<file path="config.mk">
export PLATFORM = sky130hd
export DESIGN_NAME = mem_access_unit_flat
export DESIGN_NICKNAME = d
export VERILOG_FILES = /design/src/rtl/mem_access_unit_if.sv /design/src/rtl/mem_access_unit.sv /design/src/flat_wrapper.sv
export SDC_FILE = /design/constraint.sdc
export NUM_CORES = 1
export LEC_CHECK = 0
export BUFFER_PORTS_ARGS = -buffer_cell sky130_fd_sc_hd__buf_4
export CORE_ASPECT_RATIO = 1.4
export CORE_UTILIZATION = 30
export DETAILED_ROUTE_END_ITERATION = 12
export GPL_ROUTABILITY_DRIVEN = 0
export HOLD_SLACK_MARGIN = 0.06
export PLACE_DENSITY = 0.54
export SYNTH_ARGS = -nofsm -noshare
export SYNTH_HDL_FRONTEND = slang
export SYNTH_SLANG_ARGS = --single-unit
</file>
<file path="constraint.sdc">
create_clock -name clk -period 1.75 [get_ports clk]
set_input_delay 0.0875 -clock clk [delete_from_list [all_inputs] [get_ports clk]]
set_output_delay 0.0875 -clock clk [all_outputs]
set_load 0.05 [all_outputs]
</file>
<file path="src/rtl/mem_access_unit_if.sv">
// Data-cache controller handshake bus: start/we/byte/addr/write lanes out, read lanes and ready back.
// master = MEM-stage front end (mem_access_unit), slave = cache controller.
interface mem_access_unit_if;
   logic            cc_enable;
   logic            cc_we;
   logic            cc_is_byte;
   logic [31:0]     cc_addr;
   logic [3:0][7:0] cc_data_in;
   logic [3:0][7:0] cc_data_out;
   logic            cc_ready;

   modport master (
      output cc_enable,
      output cc_we,
      output cc_is_byte,
      output cc_addr,
      output cc_data_in,
      input  cc_data_out,
      input  cc_ready
   );

   modport slave (
      input  cc_enable,
      input  cc_we,
      input  cc_is_byte,
      input  cc_addr,
      input  cc_data_in,
      output cc_data_out,
      output cc_ready
   );
endinterface

</file>
<file path="src/rtl/mem_access_unit.sv">
// MIPS MEM-stage front end: turns lw/sw/lb/lbu/sb into a cache-controller transaction and stalls until done.
// Optional feature: define MEM_TIMEOUT_EN to abort a WAIT that exceeds TIMEOUT_CYCLES (raises timeout_err).
module mem_access_unit #(
   parameter int QUIESCE_CYCLES = 16,
   parameter int TIMEOUT_CYCLES = 64
) (
   input  logic              clk,
   input  logic              rst,
   input  logic              req_valid,
   input  logic              req_we,
   input  logic              req_byte,
   input  logic              req_unsigned,
   input  logic [31:0]       req_addr,
   input  logic [31:0]       req_wdata,
   output logic              stall,
   output logic              resp_valid,
   output logic [31:0]       resp_rdata,
   output logic              misalign_err,
   output logic              timeout_err,
   mem_access_unit_if.master cc
);

   typedef enum logic [2:0] {
      S_QUIESCE,
      S_IDLE,
      S_ISSUE,
      S_WAIT,
      S_DONE
   } state_t;

   // One counter serves the post-reset drain and, when enabled, the WAIT timeout.
   localparam int CNT_MAX = (QUIESCE_CYCLES > TIMEOUT_CYCLES) ? QUIESCE_CYCLES : TIMEOUT_CYCLES;
   localparam int CNT_W   = $clog2(CNT_MAX + 1);
   localparam logic [CNT_W-1:0] Q_LAST = CNT_W'(QUIESCE_CYCLES - 1);
`ifdef MEM_TIMEOUT_EN
   localparam logic [CNT_W-1:0] T_LAST = CNT_W'(TIMEOUT_CYCLES - 1);
`endif

   state_t           state;
   logic [CNT_W-1:0] cnt;
   logic             ld_unsigned;
   logic             aligned;

   // Byte ops may target any lane; word ops must sit on a 4-byte boundary.
   assign aligned = req_byte | (req_addr[1:0] == 2'b00);

   // Big-endian lane order: lane 3 is the most significant byte of the word.
   function automatic logic [31:0] format_load(input logic            we,
                                               input logic            is_byte,
                                               input logic            uns,
                                               input logic [3:0][7:0] d);
      logic [31:0] r;
      if (we)
         r = 32'h0;
      else if (is_byte && uns)
         r = {24'h0, d[0]};
      else
         r = {d[3], d[2], d[1], d[0]};
      return r;
   endfunction

   // NOTE: every output of an always_comb gets a default first, otherwise a path that skips it infers a latch.
   always_comb begin
      stall        = 1'b0;
      misalign_err = 1'b0;
      case (state)
         S_QUIESCE: stall = req_valid;
         S_IDLE: begin
            stall        = req_valid & aligned;
            misalign_err = req_valid & ~aligned;
         end
         S_ISSUE,
         S_WAIT:    stall = 1'b1;
         default:   stall = 1'b0;
      endcase
   end

   // NOTE: state and outputs are registers, so they are written with non-blocking assignments only.
   always_ff @(posedge clk) begin
      if (rst) begin
         state         <= S_QUIESCE;
         cnt           <= '0;
         ld_unsigned   <= 1'b0;
         resp_valid    <= 1'b0;
         resp_rdata    <= 32'h0;
         timeout_err   <= 1'b0;
         cc.cc_enable  <= 1'b0;
         cc.cc_we      <= 1'b0;
         cc.cc_is_byte <= 1'b0;
         cc.cc_addr    <= 32'h0;
         cc.cc_data_in <= '0;
      end else begin
         case (state)
            // A controller ready pulse left over from an aborted transaction lands here and is dropped.
            S_QUIESCE: begin
               if (cnt == Q_LAST) begin
                  cnt   <= '0;
                  state <= S_IDLE;
               end else begin
                  cnt <= cnt + 1'b1;
               end
            end

            S_IDLE: begin
               if (req_valid && aligned) begin
                  cc.cc_we      <= req_we;
                  cc.cc_is_byte <= req_byte;
                  cc.cc_addr    <= req_addr;
                  cc.cc_data_in <= req_byte ? {24'h0, req_wdata[7:0]} : req_wdata;
                  ld_unsigned   <= req_byte & req_unsigned;
                  cc.cc_enable  <= 1'b1;
                  state         <= S_ISSUE;
               end
            end

            S_ISSUE: begin
               cc.cc_enable <= 1'b0;
               cnt          <= '0;
               state        <= S_WAIT;
            end

            S_WAIT: begin
               if (cc.cc_ready) begin
                  resp_rdata <= format_load(cc.cc_we, cc.cc_is_byte, ld_unsigned, cc.cc_data_out);
                  resp_valid <= 1'b1;
                  state      <= S_DONE;
               end
`ifdef MEM_TIMEOUT_EN
               else if (cnt == T_LAST) begin
                  resp_rdata  <= 32'h0;
                  resp_valid  <= 1'b1;
                  timeout_err <= 1'b1;
                  state       <= S_DONE;
               end else begin
                  cnt <= cnt + 1'b1;
               end
`endif
            end

            // The pipeline advances during this cycle, so the request still on the inputs is already retired.
            S_DONE: begin
               resp_valid  <= 1'b0;
               timeout_err <= 1'b0;
               state       <= S_IDLE;
            end

            default: state <= S_QUIESCE;
         endcase
      end
   end

endmodule
</file>
<file path="src/flat_wrapper.sv">
// flat-port wrapper written by rule: the top's interface ports become plain ports
module mem_access_unit_flat 
#(
   parameter int QUIESCE_CYCLES = 16,
   parameter int TIMEOUT_CYCLES = 64
)
  (clk, rst, req_valid, req_we, req_byte, req_unsigned, req_addr, req_wdata, stall, resp_valid, resp_rdata, misalign_err, timeout_err, cc_cc_enable, cc_cc_we, cc_cc_is_byte, cc_cc_addr, cc_cc_data_in, cc_cc_data_out, cc_cc_ready);
  mem_access_unit_if cc_i ();
  input  logic clk;
  input  logic rst;
  input  logic req_valid;
  input  logic req_we;
  input  logic req_byte;
  input  logic req_unsigned;
  input  logic [31:0] req_addr;
  input  logic [31:0] req_wdata;
  output logic stall;
  output logic resp_valid;
  output logic [31:0] resp_rdata;
  output logic misalign_err;
  output logic timeout_err;
  output wire logic [$bits(cc_i.cc_enable)-1:0] cc_cc_enable;
  output wire logic [$bits(cc_i.cc_we)-1:0] cc_cc_we;
  output wire logic [$bits(cc_i.cc_is_byte)-1:0] cc_cc_is_byte;
  output wire logic [$bits(cc_i.cc_addr)-1:0] cc_cc_addr;
  output wire logic [$bits(cc_i.cc_data_in)-1:0] cc_cc_data_in;
  input wire logic [$bits(cc_i.cc_data_out)-1:0] cc_cc_data_out;
  input wire logic [$bits(cc_i.cc_ready)-1:0] cc_cc_ready;
  assign cc_cc_enable = cc_i.cc_enable;
  assign cc_cc_we = cc_i.cc_we;
  assign cc_cc_is_byte = cc_i.cc_is_byte;
  assign cc_cc_addr = cc_i.cc_addr;
  assign cc_cc_data_in = cc_i.cc_data_in;
  assign cc_i.cc_data_out = cc_cc_data_out;
  assign cc_i.cc_ready = cc_cc_ready;
  mem_access_unit #(.QUIESCE_CYCLES(QUIESCE_CYCLES), .TIMEOUT_CYCLES(TIMEOUT_CYCLES)) u_core (.clk(clk), .rst(rst), .req_valid(req_valid), .req_we(req_we), .req_byte(req_byte), .req_unsigned(req_unsigned), .req_addr(req_addr), .req_wdata(req_wdata), .stall(stall), .resp_valid(resp_valid), .resp_rdata(resp_rdata), .misalign_err(misalign_err), .timeout_err(timeout_err), .cc(cc_i));
endmodule
</file>
==> reports/qor.tcl <==
set qor(status) {completed}
set qor(vias_per_cell) 5.02
set qor(p_leak_nw) 3.00
set qor(dieWidth_microns) 105
set qor(synth.ff_latch_count) 111
set qor(drt_wl_total_mm) 15.7
set qor(worst_ep_arrival_time_ps) 1570
set qor(final_net_count) 913
set qor(hp-class) {input port to flop}
set qor(synth-seq-area-share_pct) 49.9
set qor(timing.critical_path.to_type) {output port}
set qor(synth-edff-count) 0
set qor(vias_post_dr) 5040
set qor(worstPathCellList) {buf_4 -> nand4bb_4 -> buf_12 -> nor2_1 -> buf_6}
set qor(filler_cell_count_in_the_final_layout) 1316
set qor(mostFrequentLayoutCells) {213 x sky130_fd_sc_hd__buf_4, 108 x sky130_fd_sc_hd__dfxtp_1, 105 x sky130_fd_sc_hd__a21oi_1}
set qor(synth_warnings) 0
set qor(p_per_area_mw_per_mm2) 665
set qor(rsz0062_at_grt) {no}
set qor(design.portCount) 206
set qor(cts_inserted_buffers) 9
set qor(dr.pass1.iters) 4
set qor(min_period_over_period_pct) 95.0
set qor(synthToLayoutAreaGrowth_pct) 70.2
set qor(leading_cell_type_in_the_layout_fill_and_taps_excluded) {sky130_fd_sc_hd__buf_4}
set qor(timing.final.hold_violations) 0
set qor(grt_pass1_vias) 4904
set qor(grt_first_pass_wirelength_mm) 24.7
set qor(power.share.clock_pct) 38.8
set qor(pre_cts_slack_ps) 108
set qor(setup_viol) 0
set qor(synth.cell_area_sq_mm) 0.00445
set qor(crit_path_max_incr_delay_ps) 350
set qor(hpwl_after_detailed_placement_mm) 9.41
set qor(synth_cell_type_count) 42
set qor(critical_path_required_ps) 1660
set qor(slew_headroom_pct) 54.6
set qor(clk_latency_ps) 350
set qor(max-clock-path-buffers) 2
set qor(timing.final.crit_period_ps) 1660
set qor(worstPathMaxFanout) 9
set qor(critical_path.n_buffers_inverters) 3
set qor(power.switching_mw) 1.19
set qor(final_layout_size_suffix_gt1_share_pct) 30.6
set qor(die-area_sq_mm) 0.0153
set qor(synthesis.area_per_instance_sq_um) 8.33
set qor(async_flop_share_pct) 0
set qor(worst_ir_drop_vdd_mv) 0.439
set qor(power.share.switching_pct) 23.7
set qor(antenna_found_initial) 0
set qor(yosys_most_used_dff) {sky130_fd_sc_hd__dfxtp_1}
set qor(grt_start_max_net_pins) 65
set qor(globalRouteTotalUtil_pct) 20.0
set qor(clkTransAtPathRegs_ps) 70
set qor(achievable-frequency_mhz) 602
set qor(core.rowCount) 52
set qor(ant_nets) 0
set qor(cell_internal_pwr_mw) 3.84
set qor(core_area_sq_mm) 0.0145
set qor(setup_clock_skew_after_layout_ps) 9.66
set qor(initialDrtViolationCount) 293
set qor(numClockSinks) 111
set qor(start_kind) {flop}
set qor(cells_after_synth) 535
set qor(ctsHtreeMaxLevel) 3
set qor(p_seq_share_pct) 50.3
set qor(clockRootBuffer) {sky130_fd_sc_hd__clkbuf_16}
set qor(worst_path_dominant_cell_family) {buffers and inverters}
set qor(number_of_buffers_added_on_ports) 204
set qor(report.final.slew_viol_count) 0
set qor(max_cap_violations) 0
set qor(n_antenna_cell) 0
set qor(drc_errors) 0
set qor(critical_path_class) {flop to output port}
set qor(postLayoutSetupSlackWorst_ps) 87.7
set qor(gr-total-overflow) 0
set qor(initial_core_util_pct) 30.7
set qor(worstMarginPinSlew_ps) 681
set qor(master_of_the_slowest_instance_on_the_critical_path) {sky130_fd_sc_hd__dfxtp_2}
set qor(floorplan.die.height_microns) 146
set qor(drt-wirelength-per-cell_microns) 15.6
set qor(combinationalPowerShare_pct) 10.9
set qor(synthesis.nets) 639
set qor(tritoncts) {yes}
set qor(setup-tns-final_ps) 0
[power groups by stage]
| stage | clock [mW] | sequential (mW) | combinational, mW |
|---|---|---|---|
| 3_5_place_dp | 0 | 2.60 | 0.363 |
| 6_report | 1.95 | 2.54 | 0.548 |
| 4_1_cts | 2.05 | 2.54 | 0.544 |
| 3_3_place_gp | 0 | 2.60 | 0.360 |
| 2_1_floorplan | 0 | 2.59 | 0.126 |
| 5_1_grt | 2.14 | 2.54 | 0.583 |
[per-layer routing]
layer	vias to the layer above	global-route usage, %	share of wire [%]
li1	2467	-	-
met5	-	0	0
met2	189	35.5	52
met1	2365	23.1	41
met4	0	8.38	1.6
met3	19	4.11	5.8
[what timing repair did]
item	4_1_cts	5_1_grt
setup endpoints to repair	1	1
hold buffers	99	0
buffers inserted	0	4
endpoints found under the hold margin	100	0
resized for setup	3	2
cloned	2	0
[state kept, by name (all words and copies together) (netlist names)]
register              flops
u_core.cc.cc_enable       1
u_core.resp_valid         1
u_core.cc.cc_addr        32
u_core.cnt                7
u_core.state              3
u_core.cc.cc_is_byte      1
u_core.resp_rdata        32
u_core.ld_unsigned        1
u_core.cc.cc_we           1
u_core.cc.cc_data_in     32
[synthesized netlist by cell type, drive strengths merged, types with 3 or more instances]
| master | number | area [sq um] |
|---|---|---|
| a21oi | 106 | 531 |
| a31oi | 3 | 18.8 |
| buf | 17 | 92.6 |
| clkbuf | 43 | 163 |
| dfxtp | 111 | 2220 |
| nand2 | 42 | 158 |
| nand3 | 69 | 345 |
| nand3b | 10 | 75.1 |
| nand4b | 25 | 219 |
| nor2 | 5 | 18.8 |
| o21ai | 71 | 355 |
| or4 | 3 | 22.5 |
[per-stage QoR]
step,instance area (sq um),instances,hold slack (ps),util (%),power (mW)
after CTS,7530,999,89.8,51.9,5.13
after floorplan,4450,535,235,-,2.72
final,7580,1003,122,52.2,5.04
after global placement,6180,882,351,42.6,2.96
after global routing,7580,1003,136,52.2,5.26
after detailed placement,6180,882,359,42.6,2.96
[final cells by class]
type	instances	area (sq um)	area share, %
clock inverters	7	57.6	0.759
well taps	189	236	3.12
multi-input cells	362	2000	26.4
flip-flops and latches	111	2230	29.4
repair buffers	323	2830	37.3
inverters	2	7.51	0.0990
clock buffers	9	225	2.97
[path summary, 6_finish.rpt]
kind	cells past startpoint	end	slack, ps	from
worst max-delay path	5	misalign_err	90	u_core.state[2]
worst max register to register	6	u_core.cc.cc_addr[18]	140	u_core.state[2]
worst min register to register	2	u_core.resp_rdata[13]	460	u_core.resp_rdata[13]
worst min-delay path	3	u_core.state[1]	120	req_valid
[tightest hold or removal path, cell delays in order]
cell and delay [ps]:
sky130_fd_sc_hd__buf_4 130, sky130_fd_sc_hd__nand4_1 120, sky130_fd_sc_hd__a211oi_1 80
[cell families after synthesis]
logic type               after synthesis  synth area share, %
AO/OA/AOI/OAI                        192                 22.6
adder cells (fa/ha/maj)                1                0.281
buffers and inverters                 62                 5.90
flip-flops                           111                 49.9
multiplexers                           1                0.225
other                                  1               0.0842
AND/OR/NAND/NOR                      167                 21.1
Power figures use the tool's default switching activity.
